--- src/rtl/jtframe_sdram_pkg.sv ---
// -----------------------------------------------------------------------------
// jtframe_sdram_pkg
// Shared definitions for the ROM slot controller:
//   - sdram_st_e : states of the SDRAM request sequencer
//   - SDRAM_AW   : width of an SDRAM word address
//   - DW_8/16/32 : slot data widths the controller supports
//   - dw_legal() : true for a supported slot data width
//   - ptr_w()    : bits needed to index N slots (never less than 1)
// -----------------------------------------------------------------------------
package jtframe_sdram_pkg;

   localparam int SDRAM_AW = 22;

   localparam int DW_8  = 8;
   localparam int DW_16 = 16;
   localparam int DW_32 = 32;

   typedef enum logic [1:0] {
      ST_IDLE     = 2'd0,
      ST_WAIT_ACK = 2'd1,
      ST_WAIT_RDY = 2'd2
   } sdram_st_e;

   function automatic bit dw_legal(input int dw);
      return (dw == DW_8) || (dw == DW_16) || (dw == DW_32);
   endfunction

   function automatic int ptr_w(input int n);
      return (n > 1) ? $clog2(n) : 1;
   endfunction

endpackage

--- src/rtl/jtframe_slot_arb.sv ---
// -----------------------------------------------------------------------------
// jtframe_slot_arb
// Picks one slot out of a pending mask.
//   pending_i : slots that currently need an SDRAM read
//   last_i    : index of the slot served most recently
//   rr_i      : 0 = fixed priority (slot 0 highest), 1 = round-robin
//   grant_o   : one-hot grant, all zeros when nothing is pending
// -----------------------------------------------------------------------------
module jtframe_slot_arb #(
   parameter int SLOTS = 4,
   parameter int PW    = 2
)(
   input  logic [SLOTS-1:0] pending_i,
   input  logic [PW-1:0]    last_i,
   input  logic             rr_i,
   output logic [SLOTS-1:0] grant_o
);

   // Both policies share one circular search: fixed priority simply starts
   // just after the last index, so the scan begins at slot 0.
   always_comb begin
      int         base;
      int         sum;
      logic [PW-1:0] idx;
      logic       found;
      grant_o = '0;
      found   = 1'b0;
      base    = rr_i ? int'(last_i) : SLOTS - 1;
      sum     = 0;
      idx     = '0;
      for (int i = 1; i <= SLOTS; i++) begin
         sum = base + i;
         if (sum >= SLOTS) sum = sum - SLOTS;
         idx = PW'(sum);
         if (!found && pending_i[idx]) begin
            grant_o[idx] = 1'b1;
            found        = 1'b1;
         end
      end
   end

endmodule

--- src/rtl/jtframe_rom_nslots.sv ---
// -----------------------------------------------------------------------------
// jtframe_rom_nslots
// Shares one SDRAM read port among SLOTS ROM read slots. Each slot keeps the
// address and data of its last fetch; a slot whose request does not match its
// stored data raises a read, one at a time, through a small sequencer.
//
// Parameters: SLOTS (1..8), AW (8..22), DW (8/16/32), RR (0 fixed, 1 round-robin)
// Ports:
//   clk, rst_n   : clock, synchronous active-low reset
//   slot_addr    : SLOTS*AW packed slot addresses
//   slot_offset  : SLOTS*22 per-slot SDRAM word offsets
//   slot_cs      : per-slot read request (level)
//   slot_clr     : per-slot invalidate of stored data
//   slot_dout    : SLOTS*DW per-slot data
//   slot_ok      : per-slot data valid for the current address
//   sdram_req    : SDRAM read request
//   sdram_addr   : SDRAM word address
//   sdram_ack    : request accepted
//   data_rdy     : data_read valid
//   data_read    : 32-bit SDRAM read data
//
// Build option: define JTFRAME_ROM_NSLOTS_CACHE_EN to keep stored data valid
// while a slot's cs is low; otherwise every new cs assertion refetches.
// -----------------------------------------------------------------------------
module jtframe_rom_nslots
   import jtframe_sdram_pkg::*;
#(
   parameter int SLOTS = 4,
   parameter int AW    = 17,
   parameter int DW    = 16,
   parameter int RR    = 0
)(
   input  logic                      clk,
   input  logic                      rst_n,
   input  logic [SLOTS*AW-1:0]       slot_addr,
   input  logic [SLOTS*SDRAM_AW-1:0] slot_offset,
   input  logic [SLOTS-1:0]          slot_cs,
   input  logic [SLOTS-1:0]          slot_clr,
   output logic [SLOTS*DW-1:0]       slot_dout,
   output logic [SLOTS-1:0]          slot_ok,
   output logic                      sdram_req,
   output logic [SDRAM_AW-1:0]       sdram_addr,
   input  logic                      sdram_ack,
   input  logic                      data_rdy,
   input  logic [31:0]               data_read
);

   localparam int PW = ptr_w(SLOTS);

   // Slot word address as seen by the SDRAM (16-bit words), modulo 2^22.
   function automatic logic [SDRAM_AW-1:0] word_addr(input logic [AW-1:0] a);
      logic [SDRAM_AW-1:0] w;
      w = SDRAM_AW'(a);
      if (DW == DW_8)       return w >> 1;
      else if (DW == DW_32) return w << 1;
      else                  return w;
   endfunction

   // Slot data taken out of a 32-bit SDRAM read. Byte slots use the address
   // LSB to pick the byte inside the 16-bit word (high byte first).
   function automatic logic [DW-1:0] extract(input logic [31:0] d, input logic lsb);
      if (DW == DW_8)       return lsb ? DW'(d[7:0]) : DW'(d[15:8]);
      else if (DW == DW_16) return DW'(d[15:0]);
      else                  return DW'(d);
   endfunction

   sdram_st_e           state_q, state_d;
   logic                req_q;
   logic [SDRAM_AW-1:0] sdaddr_q;
   logic [PW-1:0]       sel_q;
   logic [PW-1:0]       last_q;
   logic [SLOTS-1:0]    valid_q;
   logic [SLOTS-1:0]    ok_q, ok_d;
   logic [AW-1:0]       addr_q [SLOTS];
   logic [DW-1:0]       data_q [SLOTS];

   logic [AW-1:0]       cur_addr [SLOTS];
   logic [SDRAM_AW-1:0] cur_off  [SLOTS];
   logic [SLOTS-1:0]    hit;
   logic [SLOTS-1:0]    pending;
   logic [SLOTS-1:0]    grant;
   logic                gnt_any;
   logic [PW-1:0]       gnt_idx;
   logic [SDRAM_AW-1:0] gnt_sdaddr;
   logic                issue;
   logic                store;

   always_comb begin
      for (int k = 0; k < SLOTS; k++) begin
         cur_addr[k] = slot_addr[k*AW +: AW];
         cur_off[k]  = slot_offset[k*SDRAM_AW +: SDRAM_AW];
      end
   end

   always_comb begin
      hit = '0;
      for (int k = 0; k < SLOTS; k++) begin
         hit[k] = valid_q[k] && (addr_q[k] == cur_addr[k]);
      end
   end

   assign pending = slot_cs & ~hit;
   assign ok_d    = slot_cs & hit;

   jtframe_slot_arb #(
      .SLOTS (SLOTS),
      .PW    (PW)
   ) u_arb (
      .pending_i (pending),
      .last_i    (last_q),
      .rr_i      (RR != 0),
      .grant_o   (grant)
   );

   assign gnt_any = |grant;

   always_comb begin
      gnt_idx = '0;
      for (int k = 0; k < SLOTS; k++) begin
         if (grant[k]) gnt_idx = PW'(k);
      end
   end

   assign gnt_sdaddr = cur_off[gnt_idx] + word_addr(cur_addr[gnt_idx]);

   // Acks and data strobes only matter in the state that waits for them.
   assign issue = (state_q == ST_IDLE)     && gnt_any;
   assign store = (state_q == ST_WAIT_RDY) && data_rdy;

   always_comb begin
      state_d = state_q;
      case (state_q)
         ST_IDLE:     if (gnt_any)   state_d = ST_WAIT_ACK;
         ST_WAIT_ACK: if (sdram_ack) state_d = ST_WAIT_RDY;
         ST_WAIT_RDY: if (data_rdy)  state_d = ST_IDLE;
         default:                    state_d = ST_IDLE;
      endcase
   end

   always_ff @(posedge clk) begin
      if (!rst_n) begin
         state_q  <= ST_IDLE;
         req_q    <= 1'b0;
         sdaddr_q <= '0;
         sel_q    <= '0;
         last_q   <= PW'(SLOTS - 1);
         valid_q  <= '0;
         ok_q     <= '0;
         for (int k = 0; k < SLOTS; k++) begin
            addr_q[k] <= '0;
            data_q[k] <= '0;
         end
      end else begin
         state_q <= state_d;
         ok_q    <= ok_d;

         // Latching a new address invalidates the old data, otherwise the
         // stale data would look like a hit for the new address.
         if (issue) begin
            req_q            <= 1'b1;
            sdaddr_q         <= gnt_sdaddr;
            sel_q            <= gnt_idx;
            last_q           <= gnt_idx;
            addr_q[gnt_idx]  <= cur_addr[gnt_idx];
            valid_q[gnt_idx] <= 1'b0;
         end

         if ((state_q == ST_WAIT_ACK) && sdram_ack) begin
            req_q <= 1'b0;
         end

         // The fetch completes regardless of cs or address changes; a later
         // address mismatch simply makes the slot pending again.
         if (store) begin
            data_q[sel_q]  <= extract(data_read, addr_q[sel_q][0]);
            valid_q[sel_q] <= 1'b1;
         end

         // Invalidation comes last so it overrides a simultaneous store.
         for (int k = 0; k < SLOTS; k++) begin
            if (slot_clr[k]) valid_q[k] <= 1'b0;
`ifdef JTFRAME_ROM_NSLOTS_CACHE_EN
`else
            if (!slot_cs[k]) valid_q[k] <= 1'b0;
`endif
         end
      end
   end

   always_comb begin
      slot_dout = '0;
      for (int k = 0; k < SLOTS; k++) begin
         slot_dout[k*DW +: DW] = data_q[k];
      end
   end

   assign slot_ok    = ok_q;
   assign sdram_req  = req_q;
   assign sdram_addr = sdaddr_q;

endmodule

--- config.mk ---
export PLATFORM = sky130hd
export DESIGN_NAME = jtframe_rom_nslots
export DESIGN_NICKNAME = d
export VERILOG_FILES = /design/src/rtl/jtframe_sdram_pkg.sv /design/src/rtl/jtframe_slot_arb.sv /design/src/rtl/jtframe_rom_nslots.sv
export SDC_FILE = /design/constraint.sdc
export NUM_CORES = 1
export LEC_CHECK = 0
export ABC_AREA = 1
export CAP_MARGIN = 5
export CORE_MARGIN = 2
export CORE_UTILIZATION = 40
export CTS_CLUSTER_SIZE = 24
export DETAILED_ROUTE_END_ITERATION = 7
export HOLD_SLACK_MARGIN = 0.03
export PLACE_DENSITY = 0.71
export SYNTH_ARGS = -nofsm -noshare
export SYNTH_HDL_FRONTEND = slang
export SYNTH_SLANG_ARGS = --single-unit
export TNS_END_PERCENT = 50
--- constraint.sdc ---
create_clock -name clk -period 11.52 [get_ports clk]
set_input_delay 1.728 -clock clk [delete_from_list [all_inputs] [get_ports clk]]
set_output_delay 1.728 -clock clk [all_outputs]
set_load 0.05 [all_outputs]
==> impl_metrics.yaml <==
status:
  status: "completed"
layout:
  final_util_pct: 56.3
  syn_to_final_growth_pct: 38.6
  layout_common_cells: "274 x clkdlybuf4s50_1, 246 x nand2_1, 155 x nor2_1, 143 x inv_1, 132 x edfxtp_1"
  layout.nets: 1553
  final_common_cell: "clkdlybuf4s50_1"
  multi_input_area_sq_um: 3620
  fillerInstances: 2017
  regArea_sq_um: 4660
  drive_gt1_share_pct: 7.86
power:
  p_per_area_nw_per_um2: 139
  switching_share_pct: 32.2
  ir_worst_vdd_v: 0.0000807
  pwr-share-clk_pct: 33.5
  pwr-share-comb_pct: 25.8
  seq_power_share_pct: 40.7
  p_int_mw: 1.20
  p_leak_nw: 5.43
  p_total_mw: 1.77
  p_switching_mw: 0.568
worst_setup_path:
  crit_type: "primary input to register"
  worst-path-max-fanout: 51
  cp_data_required_time_ns: 11.85
  crit_path_start_kind: "primary input"
  reg2reg_from: "addr_q[2][16]$_SDFFCE_PN0P_"
  arrival_ns: 6.71
  cp-end-kind: "register"
  startpoint: "slot_addr[50]"
detailed_routing:
  drtPass1Iterations: 5
  wl_um: 29600
  num_vias: 8264
  drt_iter0_drc: 614
  final_antenna_net_count: 0
  drc_errors: 0
  viasPerCell: 5.06
  wl_per_cell_um: 18.1
yosys:
  netlist_area_sq_um: 9130
  synth_top_area_share_pct: 43.4
  yosys.area.top_type: "edfxtp_1"
  synth_edf_count: 132
  ys_types: 51
  ys_ff_latch: 167
  syn-num-nets: 1287
  synth.area.top_cells: "edfxtp_1 43%, nand2_1 10%, dfxtp_1 7.7%"
  synth_cells: 1069
  yosys_warnings: 0
  synthArstFlopShare_pct: 0
  syn_avg_cell_area_sq_um: 8.54
  yosys_most_used_dff: "edfxtp_1"
  seq_area_frac_synth_pct: 51.1
placement:
  gp_congestion: 0.952
  dpl.hpwl_um: 23200
  portBuffers: 274
clock_network:
  cts_made_buffers: 17
  cts.sinks: 167
  cts-hold-fix-buffers: 0
  cts_resized: 0
  cts_setup_buffers: 0
  clockBufferDepth: 2
  cts_tree: "yes"
  root_buffer: "clkbuf_16"
  htreeDepth: 4
  clk_latency_ns: 0.44
  path_clk_slew_ns: 0.07
timing:
  setup_viol: 0
  finalCritPeriodShare_pct: 55.4
  maxSlewViolCount: 0
  hold_violations: 0
  worst_pin_slew_ns: 0.947
  grt_setup_unrepaired: "false"
  finalCriticalPeriod_ns: 6.38
  max_freq_mhz: 157
  max_slew_margin_pct: 36.7
  tns_ns: 0
  finalClockSkew_ns: 0.0116
global_routing:
  grt_antenna_before_repair: 1
  grt_remaining_overflow: 0
  grt_use_total_pct: 24.8
  grt_pass1_vias: 8205
  use_met1_pct: 30.3
  grt_util_met2_pct: 42.9
  grt_pass1_wl_um: 44900
  grt_start_max_net_pins: 52
  use_met3_pct: 5.60
  grt_busiest_layer: "met2"
floorplanning:
  chipWidth_um: 155
  coreArea_sq_um: 22500
  start_util_pct: 40.6
  ios: 291
  die-area_sq_um: 24100
  die_h_um: 155
  rows: 55
hold_path:
  min_from: "sdram_addr[13]$_SDFFE_PN0P_"
  hold_path_class: "register to register"
flow_run:
  cap_viol_max_count: 0
## worst paths after layout
kind	end	slack, ns	depth (start not counted)
worst max-delay path	sdram_addr[20]$_SDFFE_PN0P_	5.14	25
worst max register to register	sdram_addr[20]$_SDFFE_PN0P_	6.50	24
worst min register to register	sdram_addr[13]$_SDFFE_PN0P_	0.45	2
worst min-delay path	sdram_addr[13]$_SDFFE_PN0P_	0.45	2
## layout make-up
class / count / area share (%)
antenna: 1 / 0.0198
clock buffer: 19 / 3.42
clock inverter: 13 / 1.28
inverter: 174 / 5.16
multi-input combinational: 698 / 28.6
sequential: 167 / 36.8
tap: 285 / 2.82
timing repair buffer: 277 / 21.8
## kinds of logic (layout without fill, tap and decap cells)
kind of cell / after synthesis / after routing / share of synthesized area (%)
and+or+nand+nor: 483 / 483 / 22.3
buffers and inverters: 204 / 483 / 9.30
AOI/OAI and AO/OA: 168 / 168 / 12.0
DFF: 167 / 167 / 51.1
xor gates and xnor gates: 29 / 29 / 2.78
adders and majority gates: 18 / 18 / 2.55
other: 0 / 1 / 0
## flip-flops by register name (all words and copies together), names as in the netlist
signal	flops
data_q	64
sdram_req	1
sdram_addr	22
valid_q	4
sel_q	2
addr_q	68
state_q	2
slot_ok	4
## power groups by stage
stage          combinational (mW)  sequential, mW  clock (mW)
2_1_floorplan               0.190           0.813           0
3_3_place_gp                0.451           0.729           0
3_5_place_dp                0.454           0.731           0
4_1_cts                     0.456           0.718       0.592
5_1_grt                     0.492           0.722       0.613
6_report                    0.455           0.718       0.592
## Yosys cell counts (4+ instances only)
master    instances
a21oi_1          27
a22oi_1          13
buf_2            10
buf_6             8
clkbuf_1          8
dfxtp_1          35
edfxtp_1        132
ha_1             17
inv_1           143
inv_2            28
nand2_1         246
nand2_2          14
nand2_4           6
nand3_1          25
nand4_1           7
nor2_1          155
nor2_4            5
nor3_1           11
o211ai_2          4
o21ai_0          33
o21ai_1          25
o221ai_2          7
o22ai_1          37
xnor2_1          15
xor2_1           14
## routing by layer
metal | share of wire, % | routed length, um
met5 | 0 | 0
met4 | 3.0 | 886
met3 | 9.5 | 2810
met2 | 48 | 14200
met1 | 39 | 11700
## stage by stage
stage | worst slack (ns) | instances | area, sq um | hold slack [ns]
floorplan | 6.48 | 1069 | 9130 | 0.449
global placement | 4.79 | 1601 | 12100 | 0.441
detailed placement | 4.75 | 1601 | 12100 | 0.439
CTS | 5.19 | 1633 | 12700 | 0.453
global route | 4.70 | 1634 | 12700 | 0.482
finish | 5.14 | 1634 | 12700 | 0.452
## critical path: stages
cell and delay [ns]:
clkdlybuf4s50_1 0.53, xnor2_1 0.13, nand2_1 0.06, nor3_1 0.31, nand3_1 0.23, nand2_2 0.16
inv_1 0.08, nand2_4 0.39, nand2_4 0.46, o211ai_2 0.43, ha_1 0.26, fa_1 0.22
nand3_1 0.10, nand3_1 0.10, a21oi_1 0.07, o21bai_1 0.28, nand4_1 0.14, nand2_1 0.12
inv_1 0.06, o21ai_0 0.31, nand4_1 0.14, nand2_1 0.14, a21oi_1 0.08, nand2_1 0.07
nand2_1 0.04
Note: power is estimated with default switching activity, not from simulation.
